[config.mk]
export PLATFORM = sky130hd
export DESIGN_NAME = filterbank_stream
export DESIGN_NICKNAME = d
export VERILOG_FILES = /design/src/rtl/filterbank_pkg.sv /design/src/rtl/filterbank_lane.sv /design/src/rtl/filterbank_stream.sv
export SDC_FILE = /design/constraint.sdc
export NUM_CORES = 1
export LEC_CHECK = 0
export CAP_MARGIN = 20
export CORE_UTILIZATION = 30
export CTS_CLUSTER_DIAMETER = 80
export DETAILED_ROUTE_END_ITERATION = 10
export GPL_TIMING_DRIVEN = 0
export REMOVE_ABC_BUFFERS = 1
export SYNTH_ARGS = -nofsm -noshare
export SYNTH_HDL_FRONTEND = slang
export SYNTH_SLANG_ARGS = --single-unit
[constraint.sdc]
create_clock -name clk_i -period 6.3 [get_ports clk_i]
set_input_delay 0.63 -clock clk_i [delete_from_list [all_inputs] [get_ports clk_i]]
set_output_delay 0.63 -clock clk_i [all_outputs]
set_load 0.01 [all_outputs]
[src/rtl/filterbank_pkg.sv]
// ============================================================================
// filterbank_pkg : shared defaults and helpers for the streaming filterbank
// Rev 1.0 : initial release
// ============================================================================
`default_nettype none

package filterbank_pkg;

    localparam int DEF_INPUT_LEN   = 129;
    localparam int DEF_NUM_FILTERS = 32;
    localparam int DEF_COEF_BW     = 16;
    localparam int DEF_BIN_BW      = 8;

    // Index width for n items, never narrower than one bit.
    function automatic int clog2_ceil(input int n);
        int r;
        r = 0;
        for (int k = 0; k < 32; k++) begin
            if ((1 << r) < n) r++;
        end
        return (r < 1) ? 1 : r;
    endfunction

    // Default bank boundaries: filter f ends on bin 4*(f+1).
    function automatic logic [DEF_NUM_FILTERS*DEF_BIN_BW-1:0] def_boundary();
        logic [DEF_NUM_FILTERS*DEF_BIN_BW-1:0] v;
        v = '0;
        for (int f = 0; f < DEF_NUM_FILTERS; f++) begin
            v[f*DEF_BIN_BW +: DEF_BIN_BW] = DEF_BIN_BW'((f + 1) * 4);
        end
        return v;
    endfunction

endpackage

`default_nettype wire

[src/rtl/filterbank_lane.sv]
// ============================================================================
// filterbank_lane : coefficient ROM, multiplier and accumulator for one lane
// Rev 1.0 : initial release
// ============================================================================
`default_nettype none

module filterbank_lane
    import filterbank_pkg::*;
#(
    parameter int I_BW      = 32,
    parameter int COEF_BW   = DEF_COEF_BW,
    parameter int BIN_BW    = DEF_BIN_BW,
    parameter int ACC_BW    = I_BW + COEF_BW + BIN_BW,
    parameter int INPUT_LEN = DEF_INPUT_LEN,
    parameter logic [INPUT_LEN*COEF_BW-1:0] COEF_INIT = '0
) (
    input  logic              clk,
    input  logic              rst,
    input  logic              i_clr,
    input  logic              i_add,
    input  logic              i_close,
    input  logic [BIN_BW-1:0] i_bin,
    input  logic [I_BW-1:0]   i_data,
    output logic [ACC_BW-1:0] o_result
);

    localparam int PROD_BW = I_BW + COEF_BW;

    logic [COEF_BW-1:0] w_coef;
    logic [PROD_BW-1:0] w_prod;
    logic [ACC_BW-1:0]  r_acc;

    // ROM contents arrive as a parameter so the block elaborates standalone.
    always_comb begin
        w_coef = '0;
        for (int i = 0; i < INPUT_LEN; i++) begin
            if (i_bin == BIN_BW'(i)) w_coef = COEF_INIT[i*COEF_BW +: COEF_BW];
        end
    end

    assign w_prod   = PROD_BW'(i_data) * PROD_BW'(w_coef);
    assign o_result = r_acc + ACC_BW'(w_prod);

    always_ff @(posedge clk or posedge rst) begin
        if (rst) begin
            r_acc <= '0;
        end else if (i_clr) begin
            r_acc <= '0;
        end else if (i_add) begin
            r_acc <= i_close ? '0 : o_result;
        end
    end

endmodule

`default_nettype wire

[src/rtl/filterbank_stream.sv]
// ============================================================================
// filterbank_stream : two-lane streaming triangular filterbank with saturation
// Rev 1.0 : initial release
// ============================================================================
`default_nettype none

module filterbank_stream
    import filterbank_pkg::*;
#(
    parameter int I_BW        = 32,
    parameter int O_BW        = 32,
    parameter int COEF_BW     = DEF_COEF_BW,
    parameter int INPUT_LEN   = DEF_INPUT_LEN,
    parameter int NUM_FILTERS = DEF_NUM_FILTERS,
    parameter int BIN_BW      = DEF_BIN_BW,
    parameter int ACC_BW      = I_BW + COEF_BW + BIN_BW,
    parameter logic [INPUT_LEN*COEF_BW-1:0] COEF_EVEN_INIT =
        {INPUT_LEN{{1'b1, {(COEF_BW-1){1'b0}}}}},
    parameter logic [INPUT_LEN*COEF_BW-1:0] COEF_ODD_INIT =
        {INPUT_LEN{{1'b1, {(COEF_BW-1){1'b0}}}}},
    parameter logic [NUM_FILTERS*BIN_BW-1:0] BOUNDARY_INIT = def_boundary()
) (
    input  logic                                 clk_i,
    input  logic                                 rst_i,
    input  logic                                 en_i,
    input  logic [I_BW-1:0]                      data_i,
    input  logic                                 valid_i,
    input  logic                                 last_i,
    output logic [O_BW-1:0]                      data_o,
    output logic [clog2_ceil(NUM_FILTERS)-1:0]   idx_o,
    output logic                                 valid_o,
    output logic                                 last_o,
    output logic                                 sat_o,
    output logic                                 frame_err_o
);

    localparam int IDX_BW = clog2_ceil(NUM_FILTERS);
    localparam int F_BW   = IDX_BW + 1;

    logic [BIN_BW-1:0] r_b;
    logic [F_BW-1:0]   r_f;
    logic [IDX_BW-1:0] w_fi;
    logic [BIN_BW-1:0] w_bound;
    logic              w_acc, w_f_ok, w_bin_last, w_close, w_end, w_err, w_clr;
    logic [ACC_BW-1:0] w_res_even, w_res_odd, w_result, w_scaled;
    logic              w_sat;
    logic [O_BW-1:0]   w_data;

    assign w_acc      = valid_i & en_i;
    assign w_fi       = r_f[IDX_BW-1:0];
    assign w_f_ok     = r_f < F_BW'(NUM_FILTERS);
    assign w_bin_last = r_b == BIN_BW'(INPUT_LEN - 1);

    always_comb begin
        w_bound = '0;
        for (int i = 0; i < NUM_FILTERS; i++) begin
            if (w_fi == IDX_BW'(i)) w_bound = BOUNDARY_INIT[i*BIN_BW +: BIN_BW];
        end
    end

    assign w_close = w_acc & w_f_ok & (r_b == w_bound);
    assign w_end   = w_acc & (last_i | w_bin_last);
    assign w_err   = w_acc & (last_i ^ w_bin_last);
    assign w_clr   = ~en_i | w_end;

    filterbank_lane #(
        .I_BW(I_BW), .COEF_BW(COEF_BW), .BIN_BW(BIN_BW), .ACC_BW(ACC_BW),
        .INPUT_LEN(INPUT_LEN), .COEF_INIT(COEF_EVEN_INIT)
    ) u_lane_even (
        .clk(clk_i), .rst(rst_i), .i_clr(w_clr), .i_add(w_acc),
        .i_close(w_close & ~w_fi[0]), .i_bin(r_b), .i_data(data_i),
        .o_result(w_res_even)
    );

    filterbank_lane #(
        .I_BW(I_BW), .COEF_BW(COEF_BW), .BIN_BW(BIN_BW), .ACC_BW(ACC_BW),
        .INPUT_LEN(INPUT_LEN), .COEF_INIT(COEF_ODD_INIT)
    ) u_lane_odd (
        .clk(clk_i), .rst(rst_i), .i_clr(w_clr), .i_add(w_acc),
        .i_close(w_close & w_fi[0]), .i_bin(r_b), .i_data(data_i),
        .o_result(w_res_odd)
    );

    assign w_result = w_fi[0] ? w_res_odd : w_res_even;
    assign w_scaled = w_result >> COEF_BW;
    assign w_sat    = (w_scaled >> O_BW) != '0;
    assign w_data   = w_sat ? '1 : w_scaled[O_BW-1:0];

    always_ff @(posedge clk_i or posedge rst_i) begin
        if (rst_i) begin
            r_b <= '0;
            r_f <= '0;
        end else if (!en_i || w_end) begin
            r_b <= '0;
            r_f <= '0;
        end else if (w_acc) begin
            r_b <= r_b + 1'b1;
            r_f <= r_f + F_BW'(w_close);
        end
    end

    always_ff @(posedge clk_i or posedge rst_i) begin
        if (rst_i) begin
            data_o      <= '0;
            idx_o       <= '0;
            valid_o     <= 1'b0;
            last_o      <= 1'b0;
            sat_o       <= 1'b0;
            frame_err_o <= 1'b0;
        end else begin
            valid_o     <= w_close;
            data_o      <= w_close ? w_data : '0;
            idx_o       <= w_close ? w_fi : '0;
            sat_o       <= w_close & w_sat;
            last_o      <= w_close & (w_fi == IDX_BW'(NUM_FILTERS - 1));
            frame_err_o <= w_err;
        end
    end

endmodule

`default_nettype wire

==> results.md, run 1 <==
* Largest net degree at the start of global routing at 82
* RSZ-0062 raised after global routing: no
* Layout area overhead at 19.0%
* Die W at 189 microns
* FFs w/ async S/R, synth at 100%
* H-tree Lvls at 4
* CTS Buf Count at 17
* Max-cap violations at 0
* Starting Density at 30.5%
* Hold buffer count at CTS at 0
* Total gr overflow at 0
* Rows at 68
* Clock Skew at 0.0156 ns
* Max clock buf depth at 2
* Dominant synthesized flop cell: dfrtp_1
* Reg area at 3430 sq um
* Count of final setup violators at 0
* Wire length of the first global-routing pass at 50300 microns
* VDD IR-drop max at 0.158 mV
* Critical path depth at 19
* Synthesized area at 10500 sq um
* Power Dens Cells at 202 nW/um^2
* Peak Freq at 0.166 GHz
* Reg-to-Reg End: data_o[1]$_DFF_PP0_
* CTS tree: built
* Root buf cell: clkbuf_16
* HPWL after DPL at 23000 microns
* Nets at 1377
* Insertion delay to the later sink of the worst-skew pair at 0.44 ns
* Vias in the first global route at 9109
* Mapped Cells at 1239
* Commonest non-fill, non-tap cell in the layout: dfrtp_1
* CTS sink count at 137
* Die area at 35800 sq um
* Mean Syn Cell Area at 8.48 sq um
* Antenna violations before repair at 0
* Total Power at 2.52 mW
* Die Y at 189 microns
* Worst Hold Depth at 2
* Total core area at 34500 sq um
* Kind of critical path: flip-flop to flip-flop
* Fill count at 3560
* DR vias/cell at 5.48
* RePlAce Congestion at 0.926
* CP Cell Sequence: inv_1 -> ha_1 -> or4_4 -> a22oi_2 -> buf_8 -> nor2b_1 -> ha_1 -> fa_1 -> a41o_1 -> o221a_2 -> or4_1 -> a21oi_1 -> o41a_1 -> a31oi_1 -> mux2i_1 -> nor4_4 -> o22a_4 -> buf_12 -> a21oi_1
* FF+latch count, synth at 137
* PortBufs at 77
* Critical path launch point type: flip-flop
* Residual DRC count at 0
* Most frequent cells in the layout: dfrtp_1 (136), nand2_1 (125), a21oi_1 (101)
* Per-cell routed wire length at 18.3 microns
* Worst Path Max Fanout at 18
* Crit path from: r_b[0]$_DFFE_PP0P_
* Crit path required time at 6.58 ns
* Total number of vias at 9532
* Cell Count, Final, Fillers Out at 1740
* # diodes at 0
* Status: complete, no violations
* Worst path buffer plus inverter count at 3
* LEAKAGE at 5.48 nW
* Multi-input gate area at 6760 sq um
* Yosys synthesis warning count at 0
* Placed cells at 1701
* Arr. time, crit path at 6.30 ns
* Sequential cell area fraction in the yosys report at 32.6%
* Drt initial violations at 807
* Final worst path period need at 6.02 ns
* Yosys cell types at 72
* Slew Limit Fails at 0
* DRT Pass-1 Iters at 5
* Antenna Nets Post-Route at 0
* Slowest-stage cell, CP: or4_4
* Final Hold Vio Count at 0
* Critical path capture point type: flip-flop
* Clock transition at path regs at 0.07 ns
* Worst min path class: flip-flop to flip-flop
* Top Ports at 78
* Share of post-route cells with drive strength above 1 at 7.24%
* Kind of cell adding the most delay to the critical path: compound AO/OA/AOI/OAI gates
* Final period util at 95.5%
* CP Capture Point: data_o[1]$_DFF_PP0_
* Crit Reg-Reg Startpoint: r_b[0]$_DFFE_PP0P_
* Total Routed Length at 31900 microns
* Crit-path max cell delay at 0.59 ns
* GRT Total Usage at 17.9%
* Relative slew margins at 35.7%
* R2R depth at 19
* EDFF count, synth at 0
* Worst reg2reg setup slack at 0.28 ns
* Worst slew pin tran at 0.956 ns
==> worst min path at each step <==
stage                                            startpoint                           endpoint  slack, ns
after floorplan           u_lane_even.r_acc[21]$_DFFE_PP0P_  u_lane_even.r_acc[21]$_DFFE_PP0P_       0.46
after global placement    u_lane_even.r_acc[43]$_DFFE_PP0P_  u_lane_even.r_acc[43]$_DFFE_PP0P_       0.47
after detailed placement   u_lane_odd.r_acc[34]$_DFFE_PP0P_   u_lane_odd.r_acc[34]$_DFFE_PP0P_       0.48
after CTS                  u_lane_odd.r_acc[34]$_DFFE_PP0P_   u_lane_odd.r_acc[34]$_DFFE_PP0P_       0.50
after global routing      u_lane_even.r_acc[32]$_DFFE_PP0P_  u_lane_even.r_acc[32]$_DFFE_PP0P_       0.51
final                     u_lane_even.r_acc[29]$_DFFE_PP0P_  u_lane_even.r_acc[29]$_DFFE_PP0P_       0.49
==> layout make-up <==
type,instances,share of cell area [%]
well taps,455,4.56
inverters,26,0.821
repair buffers,90,8.41
clock inverters,14,1.21
clock buffers,18,3.44
multi-input cells,1000,54.1
flip-flops and latches,137,27.5
==> state kept, by name (all words and copies together), names as in the netlist <==
name	flops
valid_o	1
r_b	8
idx_o	5
u_lane_odd.r_acc	41
sat_o	1
u_lane_even.r_acc	41
last_o	1
r_f	6
frame_err_o	1
data_o	32
==> through the flow <==
stage / TNS [ns] / cell area [sq um] / utilization (%) / setup slack [ns] / hold WS (ns)
detailed placement: -45.58 / 11700 / 34.0 / -1.49 / 0.482
global route: 0 / 12500 / 36.3 / 0.0169 / 0.509
finish: 0 / 12500 / 36.3 / 0.284 / 0.494
floorplan: -55.72 / 10200 / - / -1.10 / 0.456
global placement: -640.08 / 11500 / 33.4 / -6.58 / 0.472
CTS: 0 / 12400 / 35.9 / 0.0522 / 0.495
==> timing repair <==
item	in CTS	in global routing
buffers inserted	1	5
endpoints found under the hold margin	0	0
endpoints found under the setup margin	33	33
pin swaps	2	0
gates resized for setup	7	3
cloned	1	0
==> power by group <==
group | internal [mW] | switching, mW
sequential | 0.904 | 0.0197
combinational | 0.215 | 0.370
clock | 0.584 | 0.432
total | 1.70 | 0.821
==> metal layers <==
layer  wire length (microns)  GRT usage, %
met5                       0             0
met1                   15400          24.9
met3                    1490          2.93
met4                     611          5.55
met2                   14400          28.1
==> synthesized netlist by cell type, types with 4 or more instances <==
cell type / count / area (sq um)
nand3_1: 45 / 225
a211o_1: 9 / 78.8
o21a_1: 8 / 60.1
buf_6: 5 / 56.3
nor2_1: 88 / 330
nand2b_1: 7 / 43.8
nor4b_1: 4 / 35.0
nand2_1: 125 / 469
nand3b_1: 4 / 30.0
mux2i_1: 18 / 180
xnor2_1: 53 / 464
xor2_1: 33 / 289
a21oi_2: 19 / 166
o211ai_1: 12 / 90.1
and2_1: 11 / 68.8
ha_1: 66 / 826
o41ai_1: 4 / 35.0
dfrtp_1: 137 / 3430
and3_1: 17 / 106
clkbuf_1: 70 / 263
nor2b_1: 39 / 244
inv_1: 25 / 93.8
a41oi_1: 5 / 43.8
nor4_1: 4 / 25.0
a211oi_1: 8 / 60.1
a31oi_1: 23 / 144
maj3_1: 8 / 80.1
a21boi_0: 5 / 37.5
a21o_1: 25 / 188
o2111ai_1: 4 / 35.0
a22oi_1: 4 / 30.0
a22o_1: 49 / 429
o31ai_1: 5 / 37.5
nand4_1: 20 / 125
nor3_1: 18 / 90.1
a21oi_1: 101 / 505
o21bai_1: 11 / 82.6
or2_2: 5 / 31.3
or3_1: 5 / 31.3
o21ai_0: 93 / 465
==> worst min-delay path, delay by kind of cell, from the launching register on <==
family          cells  cell delay, ns
compound gates      1            0.06
flops               1            0.35
simple gates        1            0.05
==> logic make-up (layout without fill, tap and decap cells) <==
| group | Yosys count | in the layout | share of synthesized area [%] |
|---|---|---|---|
| buffers and inverters | 103 | 148 | 4.06 |
| xor gates and xnor gates | 86 | 86 | 7.17 |
| DFF | 137 | 137 | 32.6 |
| AOI/OAI and AO/OA | 412 | 413 | 26.4 |
| muxes | 21 | 21 | 2.04 |
| and+or+nand+nor | 404 | 404 | 18.7 |
| adders and majority gates | 76 | 76 | 9.01 |
Power figures use the tool's default switching activity.
==> inputs of run 2 (changes only) <==
- RECOVER_POWER: default -> 100
- clock period: 6.3 -> 6.04 ns (I/O delays scaled with it)
==> results.md, run 2 (synthesis gave the netlist of run 1 again) <==
* Crit-path most repeated cell: ha_1
* RePlAce Congestion at 0.926 (unchanged)
* CTS tree: built (unchanged)
* Worst Path Max Fanout at 18 (unchanged)
* Nets at 1381 (was 1377)
* Most frequent cells in the layout: dfrtp_1 (136), nand2_1 (125), a21oi_1 (111) (was dfrtp_1 (136), nand2_1 (125), a21oi_1 (101))
* Total core area at 34500 sq um (unchanged)
* Insertion delay to the later sink of the worst-skew pair at 0.43 ns (was 0.44 ns)
* Power Dens Cells at 212 nW/um^2 (was 202 nW/um^2)
* Crit path required time at 6.32 ns (was 6.58 ns)
* Crit-path max cell delay at 0.60 ns (was 0.59 ns)
* Largest net degree at the start of global routing at 82 (unchanged)
* RSZ-0062 raised after global routing: no (unchanged)
* Post-route worst setup slack at 0.266 ns (was 0.284 ns)
* Hold Startpoint: u_lane_even.r_acc[29]$_DFFE_PP0P_ (unchanged)
* Largest registers: u_lane_even.r_acc: 41 flops, u_lane_odd.r_acc: 41 flops, data_o: 32 flops (unchanged)
* Layout area overhead at 18.4% (was 19.0%)
* Commonest non-fill, non-tap cell in the layout: dfrtp_1 (unchanged)
* Worst slack, placed at -1.75 ns (was -1.49 ns)
* Drt initial violations at 864 (was 807)
* Rows at 68 (unchanged)
* Relative slew margins at -77.3% (was 35.7%)
* Antenna violations before repair at 0 (unchanged)
* H-tree Lvls at 4 (unchanged)
* Worst slew pin tran at 2.65 ns (was 0.956 ns)
* Top Ports at 78 (unchanged)
* Crit path from: r_b[0]$_DFFE_PP0P_ (unchanged)
* PortBufs at 77 (unchanged)
* Share of post-route cells with drive strength above 1 at 6.83% (was 7.24%)
* Total number of vias at 9565 (was 9532)
* Violated checks: max-capacitance violations, max-slew violations
* Max clock buf depth at 2 (unchanged)
* Crit Reg-Reg Startpoint: r_b[0]$_DFFE_PP0P_ (unchanged)
* Peak Freq at 0.173 GHz (was 0.166 GHz)
* Clock Skew at 0.0150 ns (was 0.0156 ns)
* # diodes at 0 (unchanged)
* CTS sink count at 137 (unchanged)
* CP Cell Sequence: inv_1 -> ha_1 -> or4_4 -> a22oi_2 -> buf_8 -> nor2b_1 -> ha_1 -> fa_1 -> a41o_1 -> o221a_2 -> or4_1 -> a21oi_2 -> o41a_1 -> a31oi_1 -> mux2i_1 -> nor4_4 -> o22a_4 -> buf_12 -> a21oi_1 (was inv_1 -> ha_1 -> or4_4 -> a22oi_2 -> buf_8 -> nor2b_1 -> ha_1 -> fa_1 -> a41o_1 -> o221a_2 -> or4_1 -> a21oi_1 -> o41a_1 -> a31oi_1 -> mux2i_1 -> nor4_4 -> o22a_4 -> buf_12 -> a21oi_1)
* Final Hold Vio Count at 0 (unchanged)
* Per-cell routed wire length at 18.4 microns (was 18.3 microns)
* Max-cap violations at 3 (was 0)
* Total gr overflow at 0 (unchanged)
* HPWL after DPL at 23000 microns (unchanged)
* Critical path launch point type: flip-flop (unchanged)
* Starting Density at 30.5% (unchanged)
* Final Util at 36.1% (was 36.3%)
* Critical path capture point type: flip-flop (unchanged)
* Antenna Nets Post-Route at 0 (unchanged)
* Slew Limit Fails at 171 (was 0)
* Slowest-stage cell, CP: or4_4 (unchanged)
* Count of final setup violators at 0 (unchanged)
* Die area at 35800 sq um (unchanged)
* Total Routed Length at 32100 microns (was 31900 microns)
* Vias in the first global route at 9157 (was 9109)
* DR vias/cell at 5.48 (about the same)
* DRT Pass-1 Iters at 8 (was 5)
* LEAKAGE at 5.61 nW (was 5.48 nW)
* Arr. time, crit path at 6.06 ns (was 6.30 ns)
* Root buf cell: clkbuf_16 (unchanged)
* Die Y at 189 microns (unchanged)
* Kind of critical path: flip-flop to flip-flop (unchanged)
* Die W at 189 microns (unchanged)
* Clock transition at path regs at 0.07 ns (about the same)
* GRT Total Usage at 17.9% (about the same)
* VDD IR-drop max at 0.163 mV (was 0.158 mV)
* Wire length of the first global-routing pass at 50500 microns (was 50300 microns)
* Final worst path period need at 5.77 ns (was 6.02 ns)
* Status: finished with violations (was complete, no violations)
* Hold_ws at 0.493 ns (was 0.494 ns)
* Worst min path class: flip-flop to flip-flop (unchanged)
* CTS Buf Count at 17 (unchanged)
* Final period util at 95.6% (was 95.5%)
* Residual DRC count at 0 (unchanged)
[run 2: cell types whose count changed in the layout (fill, tap and decap cells not counted), sizes merged]
cell	delta
buf	+2
inv	-1
dlygate4sd3	+42
clkbuf	+2
clkdlybuf4s50	-42
clkinvlp	+1
[run 2: repair_timing]
| item | 4_1_cts | 5_1_grt |
|---|---|---|
| gates cloned | 1 | 0 |
| endpoints found under the setup margin | 35 | 33 |
| buffers inserted | 6 | 4 |
| gates resized for setup | 10 | 5 |
| hold buffers | 0 | 0 |
| pin swaps | 3 | 2 |
[run 2: critical path: cells and delay by family (launching register included)]
kind                     cells  cell delay (ns)
adder cells (fa/ha/maj)      3             0.88
AND/OR/NAND/NOR              4             1.61
buffers and inverters        3             0.48
flip-flops                   1             0.42
AO/OA/AOI/OAI                8             1.99
multiplexers                 1             0.22
[run 2: per-layer routing]
metal,part of all wire [%],track usage [%]
met5,0,0
met4,2.2,5.99
met3,4.7,2.74
met2,45,28.1
met1,48,25.0
[run 2: layout make-up]
class                      count  area [sq um]
clock buffer                  18           429
clock inverter                14           151
fill                        3572         22000
inverter                      26          98.8
multi-input combinational   1000          6740
sequential                   137          3430
tap                          455           569
timing repair buffer          94          1010
[run 2: final timing paths]
path / slack, ns / depth (start not counted) / to
setup / recovery: 0.27 / 19 / data_o[1]$_DFF_PP0_
hold / removal: 0.49 / 2 / u_lane_even.r_acc[29]$_DFFE_PP0P_
setup reg to reg: 0.27 / 19 / data_o[1]$_DFF_PP0_
hold reg to reg: 0.49 / 2 / u_lane_even.r_acc[29]$_DFFE_PP0P_
max in group asynchronous: 1.71 / 3 / u_lane_odd.r_acc[41]$_DFFE_PP0P_
min in group asynchronous: 1.35 / 2 / data_o[3]$_DFF_PP0_
[run 2: where the power goes]
part	leakage [nW]	switching [mW]	total, mW	internal [mW]
combinational	3.45	0.383	0.606	0.223
sequential	1.89	0.0206	0.964	0.943
clock	0.268	0.451	1.06	0.610
total	5.61	0.855	2.63	1.78
[run 2: stage by stage]
step	area [sq um]	power [mW]	setup TNS [ns]	cells
3_3_place_gp	11500	1.57	-706.12	1694
2_1_floorplan	10200	1.40	-86.90	1162
3_5_place_dp	11700	1.58	-54.19	1701
5_1_grt	12400	2.75	0	1744
6_report	12400	2.63	0	1744
4_1_cts	12500	2.65	0	1740
==> inputs of run 3 (changes only) <==
- PLACE_DENSITY: default -> 0.55
==> results.md, run 3 (synthesis gave the netlist of run 1 again) <==
* Critical path launch point type: flip-flop (unchanged)
* Post-Layout Inst Area at 12600 sq um (was 12400 sq um)
* Worst Path Max Fanout at 18 (unchanged)
* Worst slew pin tran at 2.45 ns (was 2.65 ns)
* Largest registers: u_lane_even.r_acc: 41 flops, u_lane_odd.r_acc: 41 flops, data_o: 32 flops (unchanged)
* Critical path capture point type: flip-flop (unchanged)
* Relative slew margins at -64.2% (was -77.3%)
* Kind of critical path: flip-flop to flip-flop (unchanged)
* Max clock buf depth at 2 (unchanged)
* Share of post-route cells with drive strength above 1 at 7.64% (was 6.83%)
* Wire length of the first global-routing pass at 52100 microns (was 50500 microns)
* Cell Count, Final, Fillers Out at 1751 (was 1744)
* Total core area at 34500 sq um (unchanged)
* RePlAce Congestion at 0.865 (was 0.926)
* Antenna violations before repair at 0 (unchanged)
* HPWL after DPL at 23300 microns (was 23000 microns)
* Violated checks: max-capacitance violations, max-slew violations (unchanged)
* CTS tree: built (unchanged)
* Starting Density at 30.5% (unchanged)
* Peak Freq at 0.173 GHz (about the same)
* Setup TNS Final at 0 ns (unchanged)
* Placed Area at 11800 sq um (was 11700 sq um)
* Arr. time, crit path at 6.04 ns (was 6.06 ns)
* Status: finished with violations (unchanged)
* Final Hold Vio Count at 0 (unchanged)
* Post-route worst setup slack at 0.276 ns (was 0.266 ns)
* DRT Pass-1 Iters at 5 (was 8)
* Clock transition at path regs at 0.07 ns (about the same)
* VDD IR-drop max at 0.164 mV (was 0.163 mV)
* Root buf cell: clkbuf_16 (unchanged)
* PortBufs at 77 (unchanged)
* LEAKAGE at 5.67 nW (was 5.61 nW)
* Worst slack, placed at -1.41 ns (was -1.75 ns)
* Top Ports at 78 (unchanged)
* Placed cells at 1703 (was 1701)
* Commonest non-fill, non-tap cell in the layout: dfrtp_1 (unchanged)
* Fill count at 3552 (was 3572)
* Final period util at 95.4% (was 95.6%)
* Total Routed Length at 32700 microns (was 32100 microns)
* Max-cap violations at 2 (was 3)
* Die W at 189 microns (unchanged)
* CTS sink count at 137 (unchanged)
* CTS Buf Count at 17 (unchanged)
* Nets at 1388 (was 1381)
* H-tree Lvls at 4 (unchanged)
* # diodes at 0 (unchanged)
* Slew Limit Fails at 140 (was 171)
* Most frequent cells in the layout: dfrtp_1 (137), nand2_1 (125), a21oi_1 (104) (was dfrtp_1 (136), nand2_1 (125), a21oi_1 (111))
* Final Util at 36.5% (was 36.1%)
* GRT Total Usage at 18.5% (was 17.9%)
* Die area at 35800 sq um (unchanged)
* Antenna Nets Post-Route at 0 (unchanged)
* Total gr overflow at 0 (unchanged)
* Clock Skew at 0.0169 ns (was 0.0150 ns)
* Residual DRC count at 0 (unchanged)
* DR vias/cell at 5.45 (was 5.48)
* Layout area overhead at 19.9% (was 18.4%)
* Worst min path class: flip-flop to flip-flop (unchanged)
* Crit path required time at 6.32 ns (about the same)
* Largest net degree at the start of global routing at 88 (was 82)
* Die Y at 189 microns (unchanged)
* Per-cell routed wire length at 18.7 microns (was 18.4 microns)
* Vias in the first global route at 9292 (was 9157)
* Insertion delay to the later sink of the worst-skew pair at 0.44 ns (was 0.43 ns)
* Final worst path period need at 5.76 ns (was 5.77 ns)
* Rows at 68 (unchanged)
* Power Dens Cells at 213 nW/um^2 (was 212 nW/um^2)
* Count of final setup violators at 0 (unchanged)
* Drt initial violations at 719 (was 864)
* Total number of vias at 9550 (was 9565)
==> run 3: changes by cell type in the layout (fill, tap and decap cells not counted), sizes merged <==
cell | before | now
clkbuf | 20 | 21
clkinv | 7 | 5
bufinv | 2 | 3
buf | 15 | 21
inv | 25 | 26
==> run 3: repair_timing <==
item | in CTS | in global routing
pin swaps | 2 | 5
hold endpoints to repair | 0 | 0
endpoints found under the setup margin | 33 | 33
gates cloned | 1 | 0
resized for setup | 12 | 4
hold buffers | 0 | 0
setup buffers | 7 | 8
==> run 3: report_power, final <==
group / internal [mW] / switching (mW)
sequential: 0.943 / 0.0202
clock: 0.652 / 0.458
combinational: 0.225 / 0.384
total: 1.82 / 0.862
==> run 3: final cells by class <==
class / instances / area (sq um) / area share, %
multi-input combinational: 1000 / 6790 / 53.9
sequential: 137 / 3430 / 27.2
timing repair buffer: 101 / 1110 / 8.79
tap: 455 / 569 / 4.52
clock buffer: 18 / 429 / 3.41
clock inverter: 14 / 173 / 1.37
inverter: 26 / 98.8 / 0.785
==> run 3: metal layers <==
layer	vias to the layer above	wire (microns)	global-route usage, %
li1	4619	-	-
met1	4682	16000	26.2
met2	224	15000	29.4
met3	25	1300	2.76
met4	0	386	4.53
met5	-	0	0
==> run 3: metrics by stage <==
stage | hold WS [ns] | total power [mW]
6_report | 0.489 | 2.68
5_1_grt | 0.523 | 2.80
4_1_cts | 0.491 | 2.69
3_5_place_dp | 0.477 | 1.58
3_3_place_gp | 0.469 | 1.57
2_1_floorplan | 0.456 | 1.40
==> run 3: worst paths after layout <==
| path | depth (start not counted) | to | slack (ns) | from |
|---|---|---|---|---|
| max | 20 | data_o[24]$_DFF_PP0_ | 0.28 | r_b[0]$_DFFE_PP0P_ |
| min | 2 | u_lane_even.r_acc[21]$_DFFE_PP0P_ | 0.49 | u_lane_even.r_acc[21]$_DFFE_PP0P_ |
| max reg2reg | 20 | data_o[24]$_DFF_PP0_ | 0.28 | r_b[0]$_DFFE_PP0P_ |
| min reg2reg | 2 | u_lane_even.r_acc[21]$_DFFE_PP0P_ | 0.49 | u_lane_even.r_acc[21]$_DFFE_PP0P_ |
| max in group asynchronous | 3 | data_o[31]$_DFF_PP0_ | 1.67 | rst_i |
| min in group asynchronous | 2 | sat_o$_DFF_PP0_ | 1.29 | rst_i |
==> run 3: critical path: stages (launching register included) <==
cell	delay, ns
dfrtp_1	0.43
inv_1	0.11
ha_1	0.21
or4_4	0.60
a22oi_2	0.25
buf_8	0.21
nor2b_1	0.08
ha_1	0.23
fa_1	0.51
o211ai_1	0.28
nor3_1	0.10
a2111o_1	0.45
o211ai_1	0.18
a31oi_2	0.24
a211o_1	0.46
xnor2_1	0.17
nand4b_1	0.16
a211oi_4	0.45
o22a_4	0.26
buf_6	0.16
a21oi_2	0.06
